### src/rtl/deserializer.sv
// Serial-to-parallel word builder: collects valid bits into DATA_W-bit words, flushing partial words after an idle timeout.
// Optional macro DESER_LSB_FIRST_EN selects LSB-first, right-aligned packing instead of MSB-first, left-aligned.

// state   | meaning
// EMPTY   | no partial word held, bit_cnt == 0
// COLLECT | partial word held, 0 < bit_cnt < DATA_W
module deserializer #(
  parameter int DATA_W       = 16,
  parameter int IDLE_TIMEOUT = 4,
  parameter int MOD_W        = $clog2(DATA_W + 1)
) (
  input  logic              clk_i,
  input  logic              arst_n_i,
  input  logic              ser_data_i,
  input  logic              ser_data_val_i,
  output logic [DATA_W-1:0] deser_data_o,
  output logic [MOD_W-1:0]  deser_data_mod_o,
  output logic              deser_data_val_o,
  output logic              busy_o
);

  localparam int IDLE_W = $clog2(IDLE_TIMEOUT + 1);
  localparam logic [MOD_W-1:0]  LAST_POS  = MOD_W'(DATA_W - 1);
  localparam logic [MOD_W-1:0]  FULL_MOD  = MOD_W'(DATA_W);
  localparam logic [IDLE_W-1:0] IDLE_LAST = IDLE_W'(IDLE_TIMEOUT - 1);

  typedef enum logic {EMPTY, COLLECT} state_t;

  state_t             state, state_nxt;
  logic [DATA_W-1:0]  shift_reg, shift_nxt, placed;
  logic [MOD_W-1:0]   bit_cnt, bit_cnt_nxt, pos;
  logic [IDLE_W-1:0]  idle_cnt, idle_nxt;
  logic [DATA_W-1:0]  data_nxt;
  logic [MOD_W-1:0]   mod_nxt;
  logic               val_nxt;

`ifdef DESER_LSB_FIRST_EN
  assign pos = bit_cnt;
`else
  assign pos = LAST_POS - bit_cnt;
`endif

  // Current word with the incoming bit merged at its slot.
  assign placed = shift_reg | (DATA_W'(ser_data_i) << pos);

  always_ff @(posedge clk_i or negedge arst_n_i) begin
    if (!arst_n_i) begin
      state            <= EMPTY;
      shift_reg        <= '0;
      bit_cnt          <= '0;
      idle_cnt         <= '0;
      deser_data_o     <= '0;
      deser_data_mod_o <= '0;
      deser_data_val_o <= 1'b0;
    end else begin
      state            <= state_nxt;
      shift_reg        <= shift_nxt;
      bit_cnt          <= bit_cnt_nxt;
      idle_cnt         <= idle_nxt;
      deser_data_o     <= data_nxt;
      deser_data_mod_o <= mod_nxt;
      deser_data_val_o <= val_nxt;
    end
  end

  always_comb begin
    state_nxt   = state;
    shift_nxt   = shift_reg;
    bit_cnt_nxt = bit_cnt;
    idle_nxt    = idle_cnt;
    data_nxt    = deser_data_o;
    mod_nxt     = deser_data_mod_o;
    val_nxt     = 1'b0;
    case (state)
      EMPTY: begin
        idle_nxt = '0;
        if (ser_data_val_i) begin
          shift_nxt   = placed;
          bit_cnt_nxt = bit_cnt + 1'b1;
          state_nxt   = COLLECT;
        end
      end
      COLLECT: begin
        if (ser_data_val_i) begin
          idle_nxt = '0;
          if (bit_cnt == LAST_POS) begin
            data_nxt    = placed;
            mod_nxt     = FULL_MOD;
            val_nxt     = 1'b1;
            shift_nxt   = '0;
            bit_cnt_nxt = '0;
            state_nxt   = EMPTY;
          end else begin
            shift_nxt   = placed;
            bit_cnt_nxt = bit_cnt + 1'b1;
          end
        end else if (idle_cnt == IDLE_LAST) begin
          // This idle cycle brings idle_cnt to the timeout: flush the partial word.
          data_nxt    = shift_reg;
          mod_nxt     = bit_cnt;
          val_nxt     = 1'b1;
          shift_nxt   = '0;
          bit_cnt_nxt = '0;
          idle_nxt    = '0;
          state_nxt   = EMPTY;
        end else begin
          idle_nxt = idle_cnt + 1'b1;
        end
      end
      default: state_nxt = EMPTY;
    endcase
  end

  assign busy_o = (state == COLLECT);

endmodule

### config.mk
export PLATFORM = sky130hd
export DESIGN_NAME = deserializer
export DESIGN_NICKNAME = d
export VERILOG_FILES = /design/src/rtl/deserializer.sv
export SDC_FILE = /design/constraint.sdc
export NUM_CORES = 1
export LEC_CHECK = 0
export ABC_CLOCK_PERIOD_IN_PS = 2600
export CORE_MARGIN = 2
export CORE_UTILIZATION = 50
export DETAILED_ROUTE_END_ITERATION = 8
export PLACE_DENSITY_LB_ADDON = 0.1
export SLEW_MARGIN = 20
export SYNTH_ARGS = -nofsm -noshare
export SYNTH_HDL_FRONTEND = slang
export SYNTH_SLANG_ARGS = --single-unit
### constraint.sdc
create_clock -name clk_i -period 2.6 [get_ports clk_i]
set_input_delay 0.52 -clock clk_i [delete_from_list [all_inputs] [get_ports clk_i]]
set_output_delay 0.52 -clock clk_i [all_outputs]
set_load 0.01 [all_outputs]
==> results of run 1 <==
==> power groups by stage <==
stage | combinational (W) | clock (W) | sequential (W)
global placement | 0.00109 | 0 | 0.00132
global route | 0.00123 | 0.000450 | 0.00139
finish | 0.00111 | 0.000403 | 0.00133
floorplan | 0.000673 | 0 | 0.00131
CTS | 0.00113 | 0.000412 | 0.00133
detailed placement | 0.00112 | 0 | 0.00135
==> layout by cell type (no fill, tap or decap), types with 6 or more instances in the layout <==
master           synthesis  routed
buf_4                    2       6
a21oi_1                 34      34
mux2i_1                 16      16
clkdlybuf4s50_1          0      25
o211ai_1                12      12
nand3_1                  9       9
dfrtp_1                 47      47
inv_1                   37      37
==> metrics by stage <==
stage | total power, W | instances | hold WS, ns
4_1_cts | 0.00287 | 291 | 0.324
6_report | 0.00285 | 291 | 0.296
2_1_floorplan | 0.00198 | 218 | 0.224
5_1_grt | 0.00308 | 291 | 0.352
3_3_place_gp | 0.00241 | 285 | 0.436
3_5_place_dp | 0.00247 | 285 | 0.441
==> metal layers <==
| metal | up-vias | share of wire, % |
|---|---|---|
| li1 | 790 | - |
| met1 | 806 | 48 |
| met2 | 25 | 48 |
| met3 | 7 | 2.5 |
| met4 | 0 | 2.0 |
| met5 | - | 0 |
==> final cells by class <==
type,instances,area (µm²)
clock buffer,6,72.6
fill,376,1760
inverter,37,139
multi-input combinational,117,837
sequential,47,1180
tap,52,65.1
timing repair buffer,32,300
==> cell families (layout without fill, tap and decap cells) <==
kind of cell	count (synthesis)	after routing
XOR/XNOR	1	1
AND/OR/NAND/NOR	37	37
multiplexers	16	16
adder cells (fa/ha/maj)	2	2
buffers and inverters	54	75
AO/OA/AOI/OAI	61	61
flip-flops	47	47
==> worst max-delay path by stage <==
stage	start	end	cells past startpoint
5_1_grt	ser_data_val_i	deser_data_o[14]	5
2_1_floorplan	idle_cnt[0]	shift_reg[1]	5
4_1_cts	ser_data_val_i	deser_data_o[14]	5
6_report	ser_data_val_i	deser_data_o[14]	5
3_5_place_dp	ser_data_val_i	deser_data_o[14]	5
3_3_place_gp	ser_data_val_i	deser_data_o[15]	5
==> metrics.txt, run 1 <==
outcome=complete, no violations; Setup WS pre-CTS=0.310 ns; max cap viols=0; pwr dens=1100 mW/mm²; core footprint=0.00435 mm²; Mapped Area=0.00225 mm²; combinational power share=39.0%; Sw Ratio=36.1%; Post-Route WL=4410 µm; hold violation count in the final report=0; syn nets=224; GP Congestion=0.819; minimum clock period=2.01 ns; routing usage on met2=29.9%; reg2reg path depth=4; nets=246; vias=1628; R2R setup slack=0.77 ns; Worst Setup Start Kind=input pin; total grt overflow=0; Worst path max stage delay=0.59 ns; ratio of cells with drive above 1 in the final layout=6.28%; Slew @ Worst Pin=0.576 ns; All-Layer GR Usage=19.5%; Clk network pwr share=14.1%; Req. time, crit path=2.82 ns; worst-path cell chain=clkdlybuf4s50_1 > buf_4 > nor3b_1 > a21oi_1 > mux2i_1; fin util=59.5%; port buffer count=26; drt drc=0; HPWL after DPL=2950 µm; reg2reg end=deser_data_o[14]; EDFF count, synth=0; Post-CTS Setup Bufs=0; CTS H-tree depth=2; Setup violations, final=0; largest net degree at the start of global routing=48; synthesized flop and latch total=47; RSZ-0062 raised after global routing=false; routing usage on met3=4.84%; CP Capture Type=flip-flop; Clock Tree Root=clkbuf_8; global-route wire length before repair=7710 µm; die area=0.00506 mm²; CTS buffer count=5; number of global-route vias before repair=1584; post-route ant nets=0; Buf+Inv Stages, Crit Path=2; fin crit share=77.4%; library cells used by synthesis=36; WS Path Type=in -> reg; final worst slack=0.588 ns; Post-Syn Instances=218; reg2reg start=bit_cnt[2]; Async SR Flop Fraction=100%; initial antenna violation count=0; Via density=5.59; switching pwr=0.00103 W; worst skew pair latency=0.30 ns; Most Crowded Layer GR=met2; slowest CP cell=clkdlybuf4s50_1; Fin Setup TNS=0 ns; CTS sink count=47; crit path DAT=2.23 ns; Hold Crit Class=in -> async; Seq/Total Area, Yosys=52.2%; initial drt markers=96; cell taking the most area after synthesis=dfrtp_1; peak supply drop=0.000527 V; n_diodes=0; Ports=27; clock tree buffer depth=2; Post-Synth Adder-Cell Area=1.11%; most frequent cells after synthesis=dfrtp_1, inv_1, a21oi_1; Final Max Slew Viols=0; Pint=0.00182 W; cell area after layout=0.00259 mm²; simple-gate portion of the synthesized area=11.8%; WL per Instance=15.1 µm; peak fanout along the critical path=28; Area Overhead vs Synth=14.9%; Placed Area=0.00252 mm²; initial core utilization=51.8%; leak pwr=1.17 nW; Die Wd=71.1 µm; Sequential Power Share=46.9%; cells resized by post-CTS repair=0; Yosys warning count=0; CTS Hold Bufs=0; DRT Pass-1 Iters=4; Setup Skew=0.00336 ns; Max Freq=497 MHz; Post-Synth XOR/XNOR Area=0.389%; CTS clock-pin slew for the worst setup and hold paths=0.08 ns; CTS tree=done; most frequent cell after synthesis=dfrtp_1; top-area cell type share of the netlist area=52.2%; row count=24; Area contributors post-synth=dfrtp_1, a21oi_1, mux2i_1; largest family of logic cells by synthesized area=compound AO/OA/AOI/OAI gates; syn_area_per_cell=10.3 µm²; multiplexer share of the synthesized area=7.11%; met1 Resource Use GR=27.0%; Slew HR=61.6%; DIE HEIGHT=71.1 µm; CP top delay family=buffers and inverters; post-synthesis compound-gate area fraction=16.4%; prevailing post-synth register cell=dfrtp_1
No activity file was read; power rests on OpenSTA's default activity.
==> inputs of run 2 (changes only) <==
ABC_CLOCK_PERIOD_IN_PS = 2100   (was 2600)
clock period = 2.1 ns   (was 2.6 ns; I/O delays follow)
==> metrics.txt, run 2 (synthesis gave the netlist of run 1 again) <==
outcome=complete, no violations; drt drc=0; Final Max Slew Viols=0; CP Depth=1; Slew HR=60.4%; Worst Setup Start Kind=flip-flop; fin cells=296; largest net degree at the start of global routing=48; Fin Setup TNS=0 ns; Hold Crit Class=in -> async; Setup Skew=0.00514 ns; CTS sink count=47; worst skew pair latency=0.30 ns; DIE HEIGHT=71.1 µm; most frequent cells in the layout=dfrtp_1, inv_1, a21oi_1, clkdlybuf4s50_1, mux2i_1; initial antenna violation count=0; crit path to=busy_o; crit path DAT=1.40 ns; WL per Instance=14.9 µm; ratio of cells with drive above 1 in the final layout=8.20%; Max Freq=549 MHz; Slew @ Worst Pin=0.595 ns; n_diodes=0; port buffer count=26; nets=249; commonest non-fill, non-tap cell in the layout=dfrtp_1; CTS H-tree depth=2; switching pwr=0.00130 W; vias=1638; minimum clock period=1.82 ns; reg2reg path depth=4; core footprint=0.00435 mm²; CTS tree=done; cell area after layout=0.00265 mm²; GP Congestion=0.859; Ports=27; Setup violations, final=0; Sw Ratio=35.5%; number of global-route vias before repair=1598; reg2reg start=bit_cnt[0]; HPWL after DPL=2820 µm; leak pwr=1.20 nW; Sequential Power Share=43.3%; Clk network pwr share=16.2%; R2R setup slack=0.45 ns; Buf+Inv Stages, Crit Path=1; Req. time, crit path=1.68 ns; pwr dens=1380 mW/mm²; Placed Area=0.00255 mm²; hold violation count in the final report=0; CTS buffer count=5; CP Capture Type=output port; CP top delay family=buffers and inverters; Pint=0.00237 W; All-Layer GR Usage=19.0%; Post-CTS Setup Bufs=0; initial core utilization=51.8%; DRT Pass-1 Iters=4; CTS Hold Bufs=0; Clock Tree Root=clkbuf_8; WS Path Type=reg -> out; post-route ant nets=0; slowest CP cell=clkdlybuf4s50_1; fin crit share=86.7%; combinational power share=40.5%; peak supply drop=0.000593 V; total grt overflow=0; initial drt markers=119; Post-Route WL=4400 µm; final hold slack=0.195 ns; global-route wire length before repair=7520 µm; Worst path max stage delay=0.60 ns; crit path launch=busy_o; reg2reg end=deser_data_o[11]; max cap viols=0; clock tree buffer depth=2; Die Wd=71.1 µm; fin util=60.9%; die area=0.00506 mm²; Area Overhead vs Synth=17.7%; Via density=5.53; cells resized by post-CTS repair=0; CTS clock-pin slew for the worst setup and hold paths=0.08 ns; row count=24; peak fanout along the critical path=10; RSZ-0062 raised after global routing=false; worst-path cell chain=clkdlybuf4s50_1; placed cells=288
run 2: changes by cell type in the layout (fill, tap and decap cells not counted), sizes merged:
cell,change
buf,+3
clkbuf,+2
run 2: final cells by class:
class,instances,area (µm²)
flip-flops and latches,47,1180
well taps,52,65.1
fillers,354,1700
multi-input cells,117,837
inverters,37,139
clock buffers,8,100
repair buffers,35,335
run 2: per-layer routing:
metal	track usage (%)	share of wire, %	up-vias
met3	4.27	2.7	6
met5	0	0	-
met1	25.6	48	808
met2	30.7	47	28
met4	6.29	1.5	0
li1	-	-	796
run 2: metrics by stage:
step / power (W) / setup slack [ns]
finish: 0.00367 / 0.279
global route: 0.00394 / 0.232
detailed placement: 0.00310 / 0.121
global placement: 0.00304 / 0.184
CTS: 0.00370 / 0.269
floorplan: 0.00245 / 0.787
run 2: worst min path at each step:
stage	from	to	slack, ns	cells after the start
3_3_place_gp	idle_cnt[0]	idle_cnt[0]	0.43	1
6_report	arst_n_i	deser_data_o[10]	0.19	2
3_5_place_dp	idle_cnt[0]	idle_cnt[0]	0.45	1
5_1_grt	arst_n_i	deser_data_o[9]	0.26	2
4_1_cts	arst_n_i	deser_data_val_o	0.22	2
2_1_floorplan	arst_n_i	bit_cnt[0]	0.12	0
run 2: power by group through the flow:
stage / Clock [W] / Combinational [W] / Sequential [W]
finish: 0.000594 / 0.00149 / 0.00159
global route: 0.000645 / 0.00165 / 0.00164
CTS: 0.000615 / 0.00150 / 0.00159
detailed placement: 0 / 0.00150 / 0.00160
global placement: 0 / 0.00146 / 0.00158
floorplan: 0 / 0.000833 / 0.00162
==> inputs of run 3 (changes only) <==
RECOVER_POWER = 50   (was unset)
==> metrics.txt, run 3 (synthesis gave the netlist of run 1 again) <==
ratio of cells with drive above 1 in the final layout=7.79%; pwr dens=1390 mW/mm²; Worst path max stage delay=0.60 ns; core footprint=0.00435 mm²; CP Capture Type=output port; CTS Hold Bufs=0; port buffer count=26; RSZ-0062 raised after global routing=false; most frequent cells in the layout=dfrtp_1, inv_1, a21oi_1, clkdlybuf4s50_1, mux2i_1; nets=249; DIE HEIGHT=71.1 µm; final worst slack=0.276 ns; row count=24; die area=0.00506 mm²; reg2reg path depth=5; Post-CTS Setup Bufs=0; Via density=5.54; reg2reg end=bit_cnt[4]; max cap viols=0; GP Congestion=0.859; CP top delay family=buffers and inverters; Setup violations, final=0; Post-Route WL=4400 µm; Setup WS pre-CTS=0.121 ns; initial antenna violation count=0; Ports=27; Slew HR=23.2%; total grt overflow=0; Final Max Slew Viols=0; Area Overhead vs Synth=17.3%; drt drc=0; worst-path cell chain=clkdlybuf4s50_1; WS Path Type=reg -> out; minimum clock period=1.82 ns; peak fanout along the critical path=10; outcome=complete, no violations; cells resized by post-CTS repair=0; worst skew pair latency=0.30 ns; CTS buffer count=5; Req. time, crit path=1.68 ns; Hold Crit Class=in -> async; Fin Setup TNS=0 ns; WL per Instance=14.9 µm; Slew @ Worst Pin=1.15 ns; global-route wire length before repair=7520 µm; DRT Pass-1 Iters=4; post-route ant nets=0; largest net degree at the start of global routing=48; Clock Tree Root=clkbuf_8; CTS sink count=47; slowest CP cell=clkdlybuf4s50_1; commonest non-fill, non-tap cell in the layout=dfrtp_1; Buf+Inv Stages, Crit Path=1; fin crit share=86.9%; n_diodes=0; reg2reg start=idle_cnt[0]; R2R setup slack=0.45 ns; number of global-route vias before repair=1598; crit path DAT=1.40 ns; HPWL after DPL=2820 µm; hold violation count in the final report=0; CTS H-tree depth=2; Die Wd=71.1 µm; vias=1639; clock tree buffer depth=2; Worst Setup Start Kind=flip-flop; leak pwr=1.20 nW; All-Layer GR Usage=19.0%; CTS tree=done; CTS clock-pin slew for the worst setup and hold paths=0.08 ns; Setup Skew=0.00484 ns; fillers=357; initial core utilization=51.8%; peak supply drop=0.000593 V; initial drt markers=119; Max Freq=548 MHz
run 3: power by group:
group          switching, W  internal [W]
clock network      0.000294      0.000301
logic              0.000731      0.000752
registers          0.000278       0.00131
total               0.00130       0.00236
run 3: final cells by class:
cell class	count	area [µm²]	area share, %
tap	52	65.1	2.46
sequential	47	1180	44.5
clock buffer	8	100	3.79
timing repair buffer	35	327	12.4
inverter	37	139	5.25
multi-input combinational	117	837	31.7
run 3: worst max path at each step:
stage / start / end / cells past startpoint
2_1_floorplan: idle_cnt[0] / shift_reg[1] / 5
3_3_place_gp: ser_data_val_i / bit_cnt[4] / 5
3_5_place_dp: ser_data_val_i / bit_cnt[4] / 5
4_1_cts: busy_o / busy_o / 1
5_1_grt: busy_o / busy_o / 1
6_report: busy_o / busy_o / 1
run 3: per-layer routing:
layer | up-vias | wire, µm | GRT usage [%]
met3 | 6 | 119 | 4.27
met5 | - | 0 | 0
met4 | 0 | 67 | 6.29
met2 | 28 | 2080 | 30.7
li1 | 796 | - | -
met1 | 809 | 2130 | 25.6
run 3: stage by stage:
stage	hold slack, ns	cell area, µm²	total power [W]	utilization (%)	cells
after floorplan	0.124	2250	0.00245	-	218
after global placement	0.427	2550	0.00304	58.6	288
after detailed placement	0.446	2550	0.00310	58.6	288
after CTS	0.223	2650	0.00370	60.9	296
after global routing	0.483	2640	0.00393	60.7	296
final	0.416	2640	0.00367	60.7	296
